**config.mk**
```make
export PLATFORM = sky130hd
export DESIGN_NAME = branch_cond_unit
export DESIGN_NICKNAME = d
export VERILOG_FILES = /design/src/rtl/cond_pkg.sv /design/src/rtl/cond_eval.sv /design/src/rtl/branch_cond_unit.sv
export SDC_FILE = /design/constraint.sdc
export NUM_CORES = 1
export LEC_CHECK = 0
export ABC_AREA = 1
export CAP_MARGIN = 20
export CORE_AREA = 10 10 47 49
export CTS_CLUSTER_DIAMETER = 150
export CTS_CLUSTER_SIZE = 14
export DETAILED_ROUTE_END_ITERATION = 8
export DIE_AREA = 0 0 57 59
export GPL_ROUTABILITY_DRIVEN = 0
export PLACE_DENSITY = 0.77
export REMOVE_ABC_BUFFERS = 1
export SYNTH_ARGS = -nofsm -noshare
export SYNTH_HDL_FRONTEND = slang
export SYNTH_HIERARCHICAL = 1
export SYNTH_SLANG_ARGS = --single-unit
```
**constraint.sdc**
```tcl
create_clock -name clk -period 3.7 [get_ports clk]
set_input_delay 0.555 -clock clk [delete_from_list [all_inputs] [get_ports clk]]
set_output_delay 0.555 -clock clk [all_outputs]
set_load 0.02 [all_outputs]
```
**src/rtl/cond_pkg.sv**
```systemverilog
// ============================================================================
// Module      : cond_pkg
// Description : Condition codes, external-condition base and flag bit indices
//               shared by the branch condition unit and its evaluator.
// Revision    : 1.0 - initial release
// ============================================================================
`default_nettype none

package cond_pkg;

    localparam logic [3:0] EQ = 4'd0;
    localparam logic [3:0] NE = 4'd1;
    localparam logic [3:0] CS = 4'd2;
    localparam logic [3:0] CC = 4'd3;
    localparam logic [3:0] MI = 4'd4;
    localparam logic [3:0] PL = 4'd5;
    localparam logic [3:0] VS = 4'd6;
    localparam logic [3:0] VC = 4'd7;
    localparam logic [3:0] HI = 4'd8;
    localparam logic [3:0] LS = 4'd9;
    localparam logic [3:0] GE = 4'd10;
    localparam logic [3:0] LT = 4'd11;
    localparam logic [3:0] GT = 4'd12;
    localparam logic [3:0] LE = 4'd13;
    localparam logic [3:0] AL = 4'd14;
    localparam logic [3:0] NV = 4'd15;

    localparam int EXT_BASE = 16;

    localparam int N = 3;
    localparam int Z = 2;
    localparam int C = 1;
    localparam int V = 0;

endpackage

`default_nettype wire

```
**src/rtl/cond_eval.sv**
```systemverilog
// ============================================================================
// Module      : cond_eval
// Description : Combinational condition evaluator: code + flags + external
//               conditions to a result bit and an out-of-range indication.
// Revision    : 1.0 - initial release
// ============================================================================
`default_nettype none

module cond_eval
    import cond_pkg::*;
#(
    parameter int SEL_W   = 5,
    parameter int NUM_EXT = 4
) (
    input  logic [3:0]         flags,
    input  logic [NUM_EXT-1:0] ext_cond,
    input  logic [SEL_W-1:0]   cond_sel,
    output logic               result,
    output logic               illegal
);

    logic w_n;
    logic w_z;
    logic w_c;
    logic w_v;

    assign w_n = flags[N];
    assign w_z = flags[Z];
    assign w_c = flags[C];
    assign w_v = flags[V];

    always_comb begin
        result  = 1'b0;
        illegal = 1'b0;
        if (int'(cond_sel) < EXT_BASE) begin
            case (cond_sel[3:0])
                EQ:      result = w_z;
                NE:      result = !w_z;
                CS:      result = w_c;
                CC:      result = !w_c;
                MI:      result = w_n;
                PL:      result = !w_n;
                VS:      result = w_v;
                VC:      result = !w_v;
                HI:      result = w_c & !w_z;
                LS:      result = !w_c | w_z;
                GE:      result = (w_n == w_v);
                LT:      result = (w_n != w_v);
                GT:      result = !w_z & (w_n == w_v);
                LE:      result = w_z | (w_n != w_v);
                AL:      result = 1'b1;
                default: result = 1'b0;
            endcase
        end else if (int'(cond_sel) < EXT_BASE + NUM_EXT) begin
            // Compare against each legal external code to avoid an oversized index.
            for (int i = 0; i < NUM_EXT; i++) begin
                if (cond_sel == SEL_W'(EXT_BASE + i)) begin
                    result = ext_cond[i];
                end
            end
        end else begin
            illegal = 1'b1;
        end
    end

endmodule

`default_nettype wire

```
**src/rtl/branch_cond_unit.sv**
```systemverilog
// ============================================================================
// Module      : branch_cond_unit
// Description : Flag register plus one-cycle registered branch condition
//               evaluation with stall hold. Define COND_FLAG_BYPASS_EN to
//               evaluate against flags_in when a flag write coincides.
// Revision    : 1.0 - initial release
// ============================================================================
`default_nettype none

module branch_cond_unit
    import cond_pkg::*;
#(
    parameter int SEL_W   = 5,
    parameter int NUM_EXT = 4
) (
    input  logic               clk,
    input  logic               reset,
    input  logic [3:0]         flags_in,
    input  logic               flags_we,
    input  logic [NUM_EXT-1:0] ext_cond,
    input  logic [SEL_W-1:0]   cond_sel,
    input  logic               eval_valid,
    input  logic               stall,
    output logic               cond_out,
    output logic               cond_valid,
    output logic               cond_illegal,
    output logic [3:0]         flags_q
);

    logic [3:0] r_flags;
    logic       r_cond_out;
    logic       r_cond_valid;
    logic       r_cond_illegal;

    logic [3:0] w_eval_flags;
    logic       w_result;
    logic       w_illegal;

`ifdef COND_FLAG_BYPASS_EN
    assign w_eval_flags = flags_we ? flags_in : r_flags;
`else
    assign w_eval_flags = r_flags;
`endif

    cond_eval #(
        .SEL_W   (SEL_W),
        .NUM_EXT (NUM_EXT)
    ) u_cond_eval (
        .flags    (w_eval_flags),
        .ext_cond (ext_cond),
        .cond_sel (cond_sel),
        .result   (w_result),
        .illegal  (w_illegal)
    );

    always_ff @(posedge clk) begin
        if (reset) begin
            r_flags        <= 4'b0000;
            r_cond_out     <= 1'b0;
            r_cond_valid   <= 1'b0;
            r_cond_illegal <= 1'b0;
        end else begin
            // Flag writes are independent of the evaluation pipeline stall.
            if (flags_we) begin
                r_flags <= flags_in;
            end
            if (!stall) begin
                r_cond_valid <= eval_valid;
                if (eval_valid) begin
                    r_cond_out     <= w_result;
                    r_cond_illegal <= w_illegal;
                end
            end
        end
    end

    assign cond_out     = r_cond_out;
    assign cond_valid   = r_cond_valid;
    assign cond_illegal = r_cond_illegal;
    assign flags_q      = r_flags;

endmodule

`default_nettype wire

```
# After elaboration in Yosys (flattened, before gate mapping)
# Index checks and enable logic that the tools add are counted.
classes:
  n_reduce_logical: 6
  n_eq_ne: 20
  bitwise: 5
  muxes: 9
  order_cmp: 2
op_table:
  columns: ["cell", "n"]
  rows:
  - ["equality test 4 bit, second input constant", 7]
  - ["equality test 5 bit, second input constant", 4]
  - ["equality test 4 x 3 -> 1 bit, second input constant", 4]
  - ["one-hot mux 1 bit (15 select lines)", 1]
  - ["less-than comparator 5 bit, second input constant", 2]
  - ["equality test 4 x 2 -> 1 bit, second input constant", 2]
  - ["2-to-1 mux 1 bit", 8]
  - ["equality test 4 x 1 -> 1 bit, second input constant", 1]
  - ["logical NOT 1 bit", 4]
  - ["logical NOT 4 bit", 1]
  - ["bitwise AND 1 bit", 2]
  - ["bitwise OR 1 bit", 2]
  - ["AND reduction 2 bit", 1]
  - ["equality test 1 bit", 1]
  - ["inequality test 1 bit", 1]
  - ["inverter 1 bit", 1]
totals:
  regBits: 7
  elab_cells: 46

# Logic depth before layout (Yosys ltp)
depth:
  depth_word: 7
  ltp_mapped: 14
  mapped_depth_nobuf: 14

# Cells and area by module
# The synthesis kept the hierarchy.
by_module_without_submodules:
  columns: ["mod", "instances", "area_each_um2", "cells_each"]
  rows:
  - ["cond_eval", 1, 271.5, 59]
  - ["branch_cond_unit", 1, 264.0, 37]

# Least setup slack after synthesis
# Ideal clock, no wire load.
synth_path:
  path_type: "input to register"
  from: "input cond_sel[3]"
  to: "register r_cond_out, in the netlist cond_out"
  t_arrival_ps: 1378
  cell_stages: 13
  setup_ps: 64
  required_ps: 3636
  path_slack_ps: 2258
  path_cell_list: "nor2_2 nand3_1 nand2_1 inv_1 nand2_2 nor2_2 nand3_2 nand2_1 nand2_1 inv_1 nand3_1 nand2_1 nor2_1"
synth_via:
  elab_chain_cells: 7
  elab_cells_between_ends: 28
synth_rtl:
  columns: ["item", "line_no", "rtl"]
  rows:
  - ["start, declared", "branch_cond_unit.sv:21", "input logic [SEL_W-1:0] cond_sel,"]
  - ["equality test 5 bit", "cond_eval.sv:57", "if (cond_sel == SEL_W'(EXT_BASE + i)) begin"]
  - ["2-to-1 mux 1 bit (4 in series)", "cond_eval.sv:57", null]
  - ["2-to-1 mux 1 bit", "cond_eval.sv:54", "end else if (int'(cond_sel) < EXT_BASE + NUM_EXT) begin"]
  - ["2-to-1 mux 1 bit *", "cond_eval.sv:35", "if (int'(cond_sel) < EXT_BASE) begin"]
  - ["net w_result", "branch_cond_unit.sv:36", "logic w_result;"]
  - ["end signal, assigned", "branch_cond_unit.sv:70", "r_cond_out <= w_result;"]
  - ["end, declared", "branch_cond_unit.sv:31", "logic r_cond_out;"]
# The timed path passes the listed nets; every way through them passes the cells marked *.
# A chain may end at the register's enable or synchronous reset.

# Final worst setup path
# Same ends and word-level chain as after synthesis.

==> impl_summary.txt <==
----------------------------------------------------
[Worst setup path]
  Critical path start-end classification ... input port to register
  Crit path capture type ... register
  Worst Setup Start Kind ... input port
  Required time worst endpoint ... between 3 and 4 ns
  Critical Path Fanout Max ... 8
  FF-to-FF setup slack ... 2.32 ns
  Worst path arrival time ... 2.08 ns

[Power and ir drop]
  Clk network pwr share ... 0.300
  Power Dens Cells ... 277 mW/mm²
  Maximum vdd ir drop ... 0.000263 V
  Combinational power share ... 0.325
  Cell internal pwr ... 157 µW
  Static leakage power ... ~0.0004 µW
  Net Sw Frac ... 0.309
  Sw Pwr ... 70.5 µW
  Power share of the sequential group ... 0.376

[Synthesis]
  Count of state elements after synthesis ... 7
  Mean instance size in the synthesized netlist ... 5.58 µm²
  Synthesized cell area ... about 540 µm²
  Fraction of the yosys area taken by sequential cells ... 0.262
  Dominant cell type by area after synthesis ... dfxtp_1
  Number of standard cells after synthesis ... 96
  Unique cell type count in the Yosys netlist ... 14
  Warnings, synthesis ... 6
  Post-synth top area share ... 0.262
  Synth top area cells ... dfxtp_1 (26%), nand2_1 (15%), nand3_1 (13%)

[Placement]
  Port buffer count ... 24
  Hpwl dp ... about 1300 µm

[Clocking]
  TritonCTS Buffers ... 3
  CTS tree ... yes
  Number of gates resized after CTS ... 0
  Clock sinks ... 7
  Clock-pin slew on the worst setup and hold paths ... 0.05 ns
  Worst-Skew Late Latency ... roughly 0.25 ns
  Root buffer cell ... clkbuf_4
  Level count of the clock H-tree ... 1
  Buffers from clock root to sink, at most ... 2
  Post-CTS setup buffers ... 0
  Number of hold buffers added after cts ... 0

[Layout]
  Leading cell type in the layout, fill and taps excluded ... clkdlybuf4s50_1
  Syn-to-layout area delta ... 53.7%
  Commonest cells after routing, fill and taps aside ... clkdlybuf4s50_1 (24), nand2_1 (21), nor2_1 (18), inv_1 (17), nand3_1 (14)
  Final standard cell utilization of the core ... 0.588
  Number of inserted filler cells in the final layout ... 156
  Fraction of final layout cells with drive strength greater than 1 ... 0.105
  Nets ... 143
  Diodes inserted ... 0

[STA]
  Worst Skew ... roughly 0.00012 ns
  Measured slew at the worst slew-check pin ... approximately 0.30 ns
  Setup repair after global routing missed its margin ... false
  Achievable Freq ... 529 MHz
  Max transition margin ... 0.801
  Post-route clock period utilization ... 0.511
  Number of endpoints failing setup at the final stage ... 0
  Final Hold Vio Count ... 0
  Minimum clock period ... 1.89 ns
  Total Neg Setup Slack ... 0 ns
  Final max-slew violation count ... 0

[Routing]
  Post-detailed-routing wire length ... 1520 µm
  Router iterations before antenna repair ... 4
  Violation count after the first detailed-route iteration ... 7
  Final routed wire length divided by cell count ... 10.8 µm
  Detailed-route via count ... 662
  DRC violation count after routing ... 0
  Vias/cell ... 4.73
  DRT antenna net count ... 0

[Global routing]
  Antenna violations before repair ... 0
  Wire length of the first global-routing pass ... 2460 µm
  Global-route congestion overflow total ... 0
  Maximum number of pins on one net before global-route repair ... 9
  Number of global-route vias before repair ... 647
  Global-route usage over all layers ... 0.0872

[Die]
  Y dimension of the die ... just under 60 µm
  Number of primary I/O pins ... 25
  Placeable Area ... between 0.001 and 0.0015 mm²
  Floorplan die width ... 57 µm
  Num rows ... 14
  Effective utilization at floorplan ... 0.382
  Overall die area ... 0.00336 mm²

[Flow run]
  Number of max-cap violations ... 0

[Min path]
  Hold Path Class ... register to register

[Status]
  Result of the run ... complete, no violations

----------------------------------------------------
-- flip-flops by register name (all words and copies together) (netlist names) --
name,flops
cond_out,1
flags_q,4
cond_valid,1
cond_illegal,1
-- per-stage QoR --
step	std cells	total power (µW)	cell area, µm²	setup slack (ns)	hold WS (ns)
6_report	140	228	823	1.81	0.453
5_1_grt	140	241	823	1.62	0.492
4_1_cts	140	232	823	1.80	0.457
3_5_place_dp	136	161	796	1.55	0.449
3_3_place_gp	136	160	796	1.59	0.445
2_1_floorplan	96	122	536	2.26	0.527
-- layout make-up --
cell class / count / area, µm² / share of cell area
Multi-Input combinational cell: 69 / 320 / 0.389
Timing Repair Buffer: 24 / 240 / 0.292
Sequential cell: 7 / 140 / 0.170
Inverter: 20 / 75.1 / 0.0912
Clock buffer: 3 / 22.5 / 0.0274
Tap cell: 16 / 20.0 / 0.0243
Clock inverter: 1 / 5.00 / 0.00608
-- kinds of logic (layout without fill, tap and decap cells) --
kind of cell / count (synthesis) / in the layout / synth area share
simple gates: 59 / 59 / 0.488
buf+inv: 20 / 48 / 0.140
flops: 7 / 7 / 0.262
compound gates: 10 / 10 / 0.110
-- metal layers --
metal  up-vias  share of wire  track usage
met5         -              0            0
met4         0          0.016       0.0537
met3         4          0.076       0.0322
met2        19           0.49        0.150
met1       286           0.42       0.0877
li1        353              -            -
-- worst max-delay path, stage by stage --
cell and delay, ns:
clkdlybuf4s50_1 0.51, nor2_2 0.32, nand3_1 0.12, nand2_1 0.08, inv_1 0.04, nand2_2 0.06
nor2_2 0.03, nand3_2 0.04, nand2_1 0.04, nand2_1 0.05, inv_1 0.04, nand3_1 0.07
nand2_1 0.05, nor2_1 0.07
-- worst paths after layout --
check | cells after the start | from | to
max reg2reg | 13 | flags_q[3] | cond_out
min | 2 | cond_valid | cond_valid
max | 14 | cond_sel[3] | cond_out
min reg2reg | 2 | cond_valid | cond_valid
-- cells in the mapped netlist --
master and number:
a21oi_1 1, nor2_1 18, nor2_2 3, o211ai_1 2, o21ai_0 6, inv_2 2
clkinv_1 1, nand3_1 14, inv_1 17, dfxtp_1 7, nand2_2 1, nand3_2 2
nand2_1 21, a21oi_2 1
-- power by group through the flow --
| stage | clock (µW) | combinational [µW] | sequential (µW) |
|---|---|---|---|
| after detailed placement | 0 | 74.3 | 87.2 |
| after floorplan | 0 | 30.3 | 92.2 |
| after global routing | 73.3 | 81.5 | 86.5 |
| after CTS | 71.4 | 74.5 | 85.6 |
| after global placement | 0 | 72.9 | 86.9 |
| final | 68.2 | 73.9 | 85.6 |
No activity file was read; power rests on OpenSTA's default activity.
